`src/rtl/input_vc_buffer_pkg.sv`:
```
// Shared router types: flit encoding, per-VC control states, and head/tail classification.
package input_vc_buffer_pkg;

    typedef enum logic [1:0] {
        FLIT_HEADER = 2'd0,
        FLIT_BODY   = 2'd1,
        FLIT_TAIL   = 2'd2,
        FLIT_HT     = 2'd3
    } flit_type_t;

    typedef enum logic [1:0] {
        VC_IDLE    = 2'd0,
        VC_WAIT_VA = 2'd1,
        VC_ACTIVE  = 2'd2
    } vc_state_t;

    localparam int FLIT_TYPE_W = $bits(flit_type_t);

    function automatic logic is_head(input flit_type_t t);
        return (t == FLIT_HEADER) || (t == FLIT_HT);
    endfunction

    function automatic logic is_tail(input flit_type_t t);
        return (t == FLIT_TAIL) || (t == FLIT_HT);
    endfunction

endpackage

```
`src/rtl/input_vc_buffer_fifo.sv`:
```
// Synchronous first-word-fallthrough FIFO for one virtual channel, exposing next-cycle occupancy.
module vc_fifo #(
    parameter int DEPTH = 8,
    parameter int W     = 66
) (
    input  logic                       clk,
    input  logic                       rst,
    input  logic                       wr_en,
    input  logic [W-1:0]               wr_data,
    input  logic                       rd_en,
    output logic [W-1:0]               rd_data,
    output logic [$clog2(DEPTH+1)-1:0] count_nxt,
    output logic                       empty,
    output logic                       wr_ok
);

    localparam int PTR_W = $clog2(DEPTH);
    localparam int CNT_W = $clog2(DEPTH + 1);

    logic [W-1:0]     mem_q [DEPTH];
    logic [PTR_W-1:0] wr_ptr_q, wr_ptr_d;
    logic [PTR_W-1:0] rd_ptr_q, rd_ptr_d;
    logic [CNT_W-1:0] count_q, count_d;
    logic             full, push, pop;

    assign full  = (count_q == CNT_W'(DEPTH));
    assign empty = (count_q == '0);
    assign pop   = rd_en && !empty;
    // A full FIFO still takes a write when the head leaves in the same cycle.
    assign push  = wr_en && (!full || pop);
    assign wr_ok = push;

    always_comb begin
        wr_ptr_d = wr_ptr_q;
        rd_ptr_d = rd_ptr_q;
        count_d  = count_q;
        if (push) wr_ptr_d = wr_ptr_q + 1'b1;
        if (pop)  rd_ptr_d = rd_ptr_q + 1'b1;
        if (push && !pop)      count_d = count_q + 1'b1;
        else if (pop && !push) count_d = count_q - 1'b1;
    end

    always_ff @(posedge clk or posedge rst) begin
        if (rst) begin
            wr_ptr_q <= '0;
            rd_ptr_q <= '0;
            count_q  <= '0;
        end else begin
            wr_ptr_q <= wr_ptr_d;
            rd_ptr_q <= rd_ptr_d;
            count_q  <= count_d;
        end
    end

    always_ff @(posedge clk) begin
        if (push) mem_q[wr_ptr_q] <= wr_data;
    end

    assign rd_data   = empty ? '0 : mem_q[rd_ptr_q];
    assign count_nxt = count_d;

endmodule

```
`src/rtl/input_vc_buffer.sv`:
```
// Router input port: one FWFT FIFO per virtual channel plus a per-VC IDLE/WAIT_VA/ACTIVE
// controller that requests VC and switch allocation and reports on/off backpressure.
module input_vc_buffer
    import input_vc_buffer_pkg::*;
#(
    parameter int M         = 4,
    parameter int DEPTH     = 8,
    parameter int FLIT_W    = 64,
    parameter int ON_OFF_TH = 2
) (
    input  logic                       clk,
    input  logic                       reset,
    input  logic                       wr_en,
    input  logic [$clog2(M)-1:0]       wr_vc,
    input  logic [FLIT_W-1:0]          wr_flit,
    input  flit_type_t                 wr_type,
    input  logic [M-1:0]               va_grant,
    input  logic [M-1:0]               sa_grant,
    output logic [M-1:0]               va_req,
    output logic [M-1:0]               sa_req,
    output logic [M-1:0][FLIT_W-1:0]   head_flit,
    output flit_type_t [M-1:0]         head_type,
    output logic [M-1:0]               on_off,
    output logic [1:0]                 err
);

    localparam int VC_W  = $clog2(M);
    localparam int CNT_W = $clog2(DEPTH + 1);
    localparam int ENT_W = FLIT_W + FLIT_TYPE_W;
    localparam logic [CNT_W-1:0] STOP_LVL = CNT_W'(DEPTH - ON_OFF_TH);

    vc_state_t              state_q [M];
    vc_state_t              state_d [M];
    logic [M-1:0]           on_off_q, on_off_d;
    logic [1:0]             err_q, err_d;

    logic [M-1:0]           push_req, accepted, pop, empty, proto_err;
    logic [M-1:0][CNT_W-1:0] cnt_nxt;

    for (genvar v = 0; v < M; v++) begin : g_vc
        logic [ENT_W-1:0] rd_data;

        assign push_req[v] = wr_en && (wr_vc == VC_W'(v));

        vc_fifo #(
            .DEPTH (DEPTH),
            .W     (ENT_W)
        ) u_fifo (
            .clk       (clk),
            .rst       (reset),
            .wr_en     (push_req[v]),
            .wr_data   ({wr_type, wr_flit}),
            .rd_en     (pop[v]),
            .rd_data   (rd_data),
            .count_nxt (cnt_nxt[v]),
            .empty     (empty[v]),
            .wr_ok     (accepted[v])
        );

        assign head_flit[v] = rd_data[FLIT_W-1:0];
        assign head_type[v] = flit_type_t'(rd_data[ENT_W-1:FLIT_W]);
        assign on_off_d[v]  = (cnt_nxt[v] >= STOP_LVL);
        assign va_req[v]    = (state_q[v] == VC_WAIT_VA);
        assign sa_req[v]    = (state_q[v] == VC_ACTIVE) && !empty[v];
    end

    // Pops happen only for a granted active VC, or to discard a stray non-header in IDLE.
    always_comb begin
        pop       = '0;
        proto_err = '0;
        for (int v = 0; v < M; v++) begin
            state_d[v] = state_q[v];
            case (state_q[v])
                VC_IDLE: begin
                    if (!empty[v]) begin
                        if (is_head(head_type[v])) begin
                            state_d[v] = VC_WAIT_VA;
                        end else begin
                            proto_err[v] = 1'b1;
                            pop[v]       = 1'b1;
                        end
                    end
                end
                VC_WAIT_VA: begin
                    if (va_grant[v]) state_d[v] = VC_ACTIVE;
                end
                VC_ACTIVE: begin
                    if (sa_grant[v] && !empty[v]) begin
                        pop[v] = 1'b1;
                        if (is_tail(head_type[v])) state_d[v] = VC_IDLE;
                    end
                end
                default: state_d[v] = VC_IDLE;
            endcase
        end
    end

    always_comb begin
        err_d    = err_q;
        err_d[0] = err_q[0] | (|(push_req & ~accepted));
        err_d[1] = err_q[1] | (|proto_err);
    end

    always_ff @(posedge clk or posedge reset) begin
        if (reset) begin
            for (int v = 0; v < M; v++) state_q[v] <= VC_IDLE;
            on_off_q <= '0;
            err_q    <= '0;
        end else begin
            for (int v = 0; v < M; v++) state_q[v] <= state_d[v];
            on_off_q <= on_off_d;
            err_q    <= err_d;
        end
    end

    assign on_off = on_off_q;
    assign err    = err_q;

endmodule

```
`config.mk`:
```
export PLATFORM = sky130hd
export DESIGN_NAME = input_vc_buffer
export DESIGN_NICKNAME = d
export VERILOG_FILES = /design/src/rtl/input_vc_buffer_pkg.sv /design/src/rtl/input_vc_buffer_fifo.sv /design/src/rtl/input_vc_buffer.sv
export SDC_FILE = /design/constraint.sdc
export NUM_CORES = 2
export LEC_CHECK = 0
export BUFFER_PORTS_ARGS = -buffer_cell sky130_fd_sc_hd__buf_4
export CORE_MARGIN = 1.5
export CORE_UTILIZATION = 50
export DETAILED_ROUTE_END_ITERATION = 8
export PLACE_DENSITY = 0.64
export SLEW_MARGIN = 20
export SYNTH_ARGS = -nofsm -noshare
export SYNTH_HDL_FRONTEND = slang
export SYNTH_HIERARCHICAL = 1
export SYNTH_SLANG_ARGS = --single-unit
```
`constraint.sdc`:
```
create_clock -name clk -period 9.7 [get_ports clk]
set_input_delay 0.485 -clock clk [delete_from_list [all_inputs] [get_ports clk]]
set_output_delay 0.485 -clock clk [all_outputs]
set_load 0.005 [all_outputs]
```
==> qor_table.md <==
| Metric | Reported |
| --- | --- |
| Count of endpoints failing hold in the final timing report | 0 |
| Post-detailed-placement half-perimeter wirelength | 126000 µm |
| Worst-margin pin slew | 1.20 ns |
| Run status | completed |
| Setup Viol. Count Final | 0 |
| Share of final-layout standard cells stronger than drive strength 1 | 17.5% |
| Die extent in y | 419 µm |
| Endpoint of the most critical register-to-register path | g_vc[0].u_fifo/mem_q[4][55] |
| Largest voltage drop on the vdd net | 0.210 mV |
| Critical path capture point type | register |
| Initial Utilization | 50.4% |
| Pleak | 33.6 nW |
| Count of H-tree levels built during CTS | 4 |
| Number of storage elements in the synthesis netlist | 2166 |
| Placeable Area | 172000 µm² |
| Clock-pin slew reported for the worst setup and hold paths after clock tree synthesis | 0.06 ns |
| Vias per inst | 5.81 |
| Num ports | 357 |
| Class of the most critical hold timing path | in -> reg |
| Worst hold path cell count | 1 |
| Cts hold-fix bufs | 14 |
| Worst-case reg-to-reg path depth | 15 |
| Number of nets in the synthesized netlist | 5037 |
| Placer Congestion | 0.826 |
| Worst clock skew on the final layout | 0.0662 ns |
| Grt ovf | 0 |
| Area growth from synthesis to layout | 13.0% |
| Shortest period the worst path allows | 6.24 ns |
| Filler Cells Inserted | 13100 |
| Vias in the first global route | 45400 |
| Highest fanout seen on the critical path | 167 |
| First-pass GRT wire length | 314000 µm |
| Number of input and output port buffers inserted | 356 |
| TritonCTS Buffers | 214 |
| Hold-critical path endpoint | g_vc[3].u_fifo/mem_q[1][55] |
| Delay of the slowest cell on the worst path | 0.89 ns |
| Type of the worst setup path | reg -> reg |
| Final-report max-slew violation count | 0 |
| Data required, critical path | 10.18 ns |
| Area of all sequential standard cells | 64800 µm² |
| Maximum number of pins on one net before global-route repair | 168 |
| Total Routed Length | 217000 µm |
| Synthesis Warnings | 6 |
| DRC violations left | 0 |
| Horiz. Die Dim | 419 µm |
| Worst reg2reg path startpoint | g_vc[0].u_fifo/rd_ptr_q[1] |
| CTS sink cnt | 2166 |
| Commonest non-fill, non-tap cell in the layout | edfxtp_1 |
| Area enclosed by the die boundary | 176000 µm² |
| Clk Latency, worst-skew pair | 0.86 ns |
| Commonest non-fill, non-tap cells in the layout | 2112 x edfxtp_1, 804 x mux2i_1, 428 x buf_4, 276 x a21oi_1, 265 x and3_1 |
| Setup slack, reg-to-reg | 3.46 ns |
| Maximum Capacitance Violations | 0 |
| Root Driver | clkbuf_16 |
| TritonCTS clock tree | yes |
| Synth Instances | 4934 |
| Period utilization | 64.3% |
| Post-CTS resize count | 0 |
| Starting DRT DRC Count | 4152 |
| Post-synthesis instance area | 86500 µm² |
| FMAX | 0.160 GHz |
| Post-synthesis sequential area ratio | 74.9% |
| Power density cells | 306 nW/µm² |
| Chain of cells forming the critical path | buf_12 > nor2b_1 > a211oi_1 > a21oi_1 > and3_1 > ha_1 > or4_1 > o21ai_0 > buf_4 > nand2b_1 > o21ai_1 > inv_2 > nand2b_1 > nor2_4 > buf_4 |
| Overall Global Routing Usage | 24.6% |
| Initial DRT Pass Iterations | 7 |
| Standard-cell row count | 152 |
| Hold path startpoint | wr_flit[55] |
| Post-layout power | 29.9 mW |
| Sort of element at the start of the critical path | register |
| Max transition margin | 19.7% |
| Post-synthesis average cell area | 17.5 µm² |
| Count of unique library cells instantiated by Yosys | 47 |
| NumNets Final | 5407 |
| Number of antenna violations at the first check in global routing | 3 |
| Total area of multi-input combinational cells | 19700 µm² |
| Cell with the largest stage delay on the worst path | dfrtp_4 |
| Post-CTS Setup Bufs | 0 |
| Clock buffer depth | 3 |
| Total number of vias | 45300 |
| Arrival time of the worst setup path | 6.72 ns |
| Remaining antenna violation count | 0 |
| RSZ-0062 raised after global routing | false |
| WL/cell | 27.8 µm |
| Setup TNS Final | 0 ns |
## flip-flops by register name (all words and copies together) (netlist names)
signal,count
on_off,4
err,2
g_vc.u_fifo/rd_ptr_q,12
g_vc.u_fifo/wr_ptr_q,12
g_vc.u_fifo/mem_q,2112
state_q,8
g_vc.u_fifo/count_q,16
## Yosys cell counts, drive strengths merged
cell / instances / share of area (%)
edfxtp: 2112 / 73
mux2i: 804 / 9.3
a21oi: 276 / 1.6
and3: 265 / 1.9
a211oi: 264 / 3.2
a22oi: 264 / 2.3
nor2b: 259 / 1.9
buf: 176 / 2.0
clkbuf: 120 / 0.59
dfrtp: 54 / 1.6
nor2: 53 / 0.23
nand2: 52 / 0.23
nand2b: 36 / 0.28
inv: 33 / 0.14
and2b: 25 / 0.22
ha: 24 / 0.35
o21ai: 24 / 0.14
xnor2: 16 / 0.16
nor3: 13 / 0.075
or4: 12 / 0.10
a211o: 5 / 0.051
mux2: 5 / 0.065
or2: 5 / 0.036
a21o: 4 / 0.035
a2bb2oi: 4 / 0.040
a31o: 4 / 0.040
and2: 4 / 0.029
nand3: 4 / 0.023
o221ai: 4 / 0.040
o22ai: 4 / 0.029
o31ai: 4 / 0.035
and3b: 1 / 0.010
nand3b: 1 / 0.0087
nand4: 1 / 0.0072
nor3b: 1 / 0.0087
o2bb2ai: 1 / 0.010
## cells by family after synthesis
| kind of cell | count (synthesis) | synth area share (%) |
|---|---|---|
| flops | 2166 | 74.9 |
| fa+ha+maj | 24 | 0.347 |
| simple gates | 732 | 5.05 |
| xor+xnor | 16 | 0.162 |
| compound gates | 858 | 7.52 |
| mux | 809 | 9.37 |
| buf+inv | 329 | 2.70 |
## metrics by stage
step           util [%]  worst slack (ns)  std cells  hold slack [ns]  area (µm²)
3_5_place_dp       52.9              3.27       7382            0.472       90900
4_1_cts            56.9              3.24       7789         0.000759       97700
6_report           57.0              3.46       7798           0.0635       97800
2_1_floorplan         -              1.67       4934            0.325       86500
5_1_grt            56.9              2.95       7793           0.0320       97800
3_3_place_gp       52.9              3.33       7382            0.453       90900
## where the power goes
group	internal (mW)	switching, mW
clock	4.46	3.53
sequential	10.8	0.321
combinational	4.30	6.56
## layer usage
| layer | GRT usage (%) | part of all wire [%] |
|---|---|---|
| met5 | 0 | 0 |
| met4 | 7.43 | 2.7 |
| met3 | 3.25 | 4.6 |
| met2 | 41.5 | 50 |
| met1 | 33.2 | 42 |
## how the worst max path moves through the flow
stage | depth (start not counted) | from | to
floorplan | 17 | g_vc[0].u_fifo/rd_ptr_q[1] | g_vc[0].u_fifo/mem_q[0][0]
global placement | 16 | g_vc[0].u_fifo/rd_ptr_q[1] | g_vc[0].u_fifo/mem_q[4][42]
detailed placement | 15 | g_vc[0].u_fifo/rd_ptr_q[1] | g_vc[0].u_fifo/mem_q[4][36]
CTS | 15 | g_vc[0].u_fifo/rd_ptr_q[1] | g_vc[0].u_fifo/mem_q[4][37]
global route | 15 | g_vc[0].u_fifo/rd_ptr_q[1] | g_vc[0].u_fifo/mem_q[4][35]
finish | 15 | g_vc[0].u_fifo/rd_ptr_q[1] | g_vc[0].u_fifo/mem_q[4][55]
## worst max-delay path, delay by kind of cell, from the launching register on
kind	cells	cell delay [ns]
AOI/OAI and AO/OA	4	0.54
DFF	1	0.89
and+or+nand+nor	6	2.25
adders and majority gates	1	0.36
buffers and inverters	4	1.70
## area by class of cell
type | instances | share of cell area (%)
flip-flops and latches | 2166 | 66.2
clock buffers | 268 | 5.75
multi-input cells | 2439 | 20.2
diodes | 7 | 0.0179
inverters | 33 | 0.127
well taps | 2310 | 2.96
clock inverters | 125 | 1.15
repair buffers | 450 | 3.60
(Power assumes the default switching activity.)
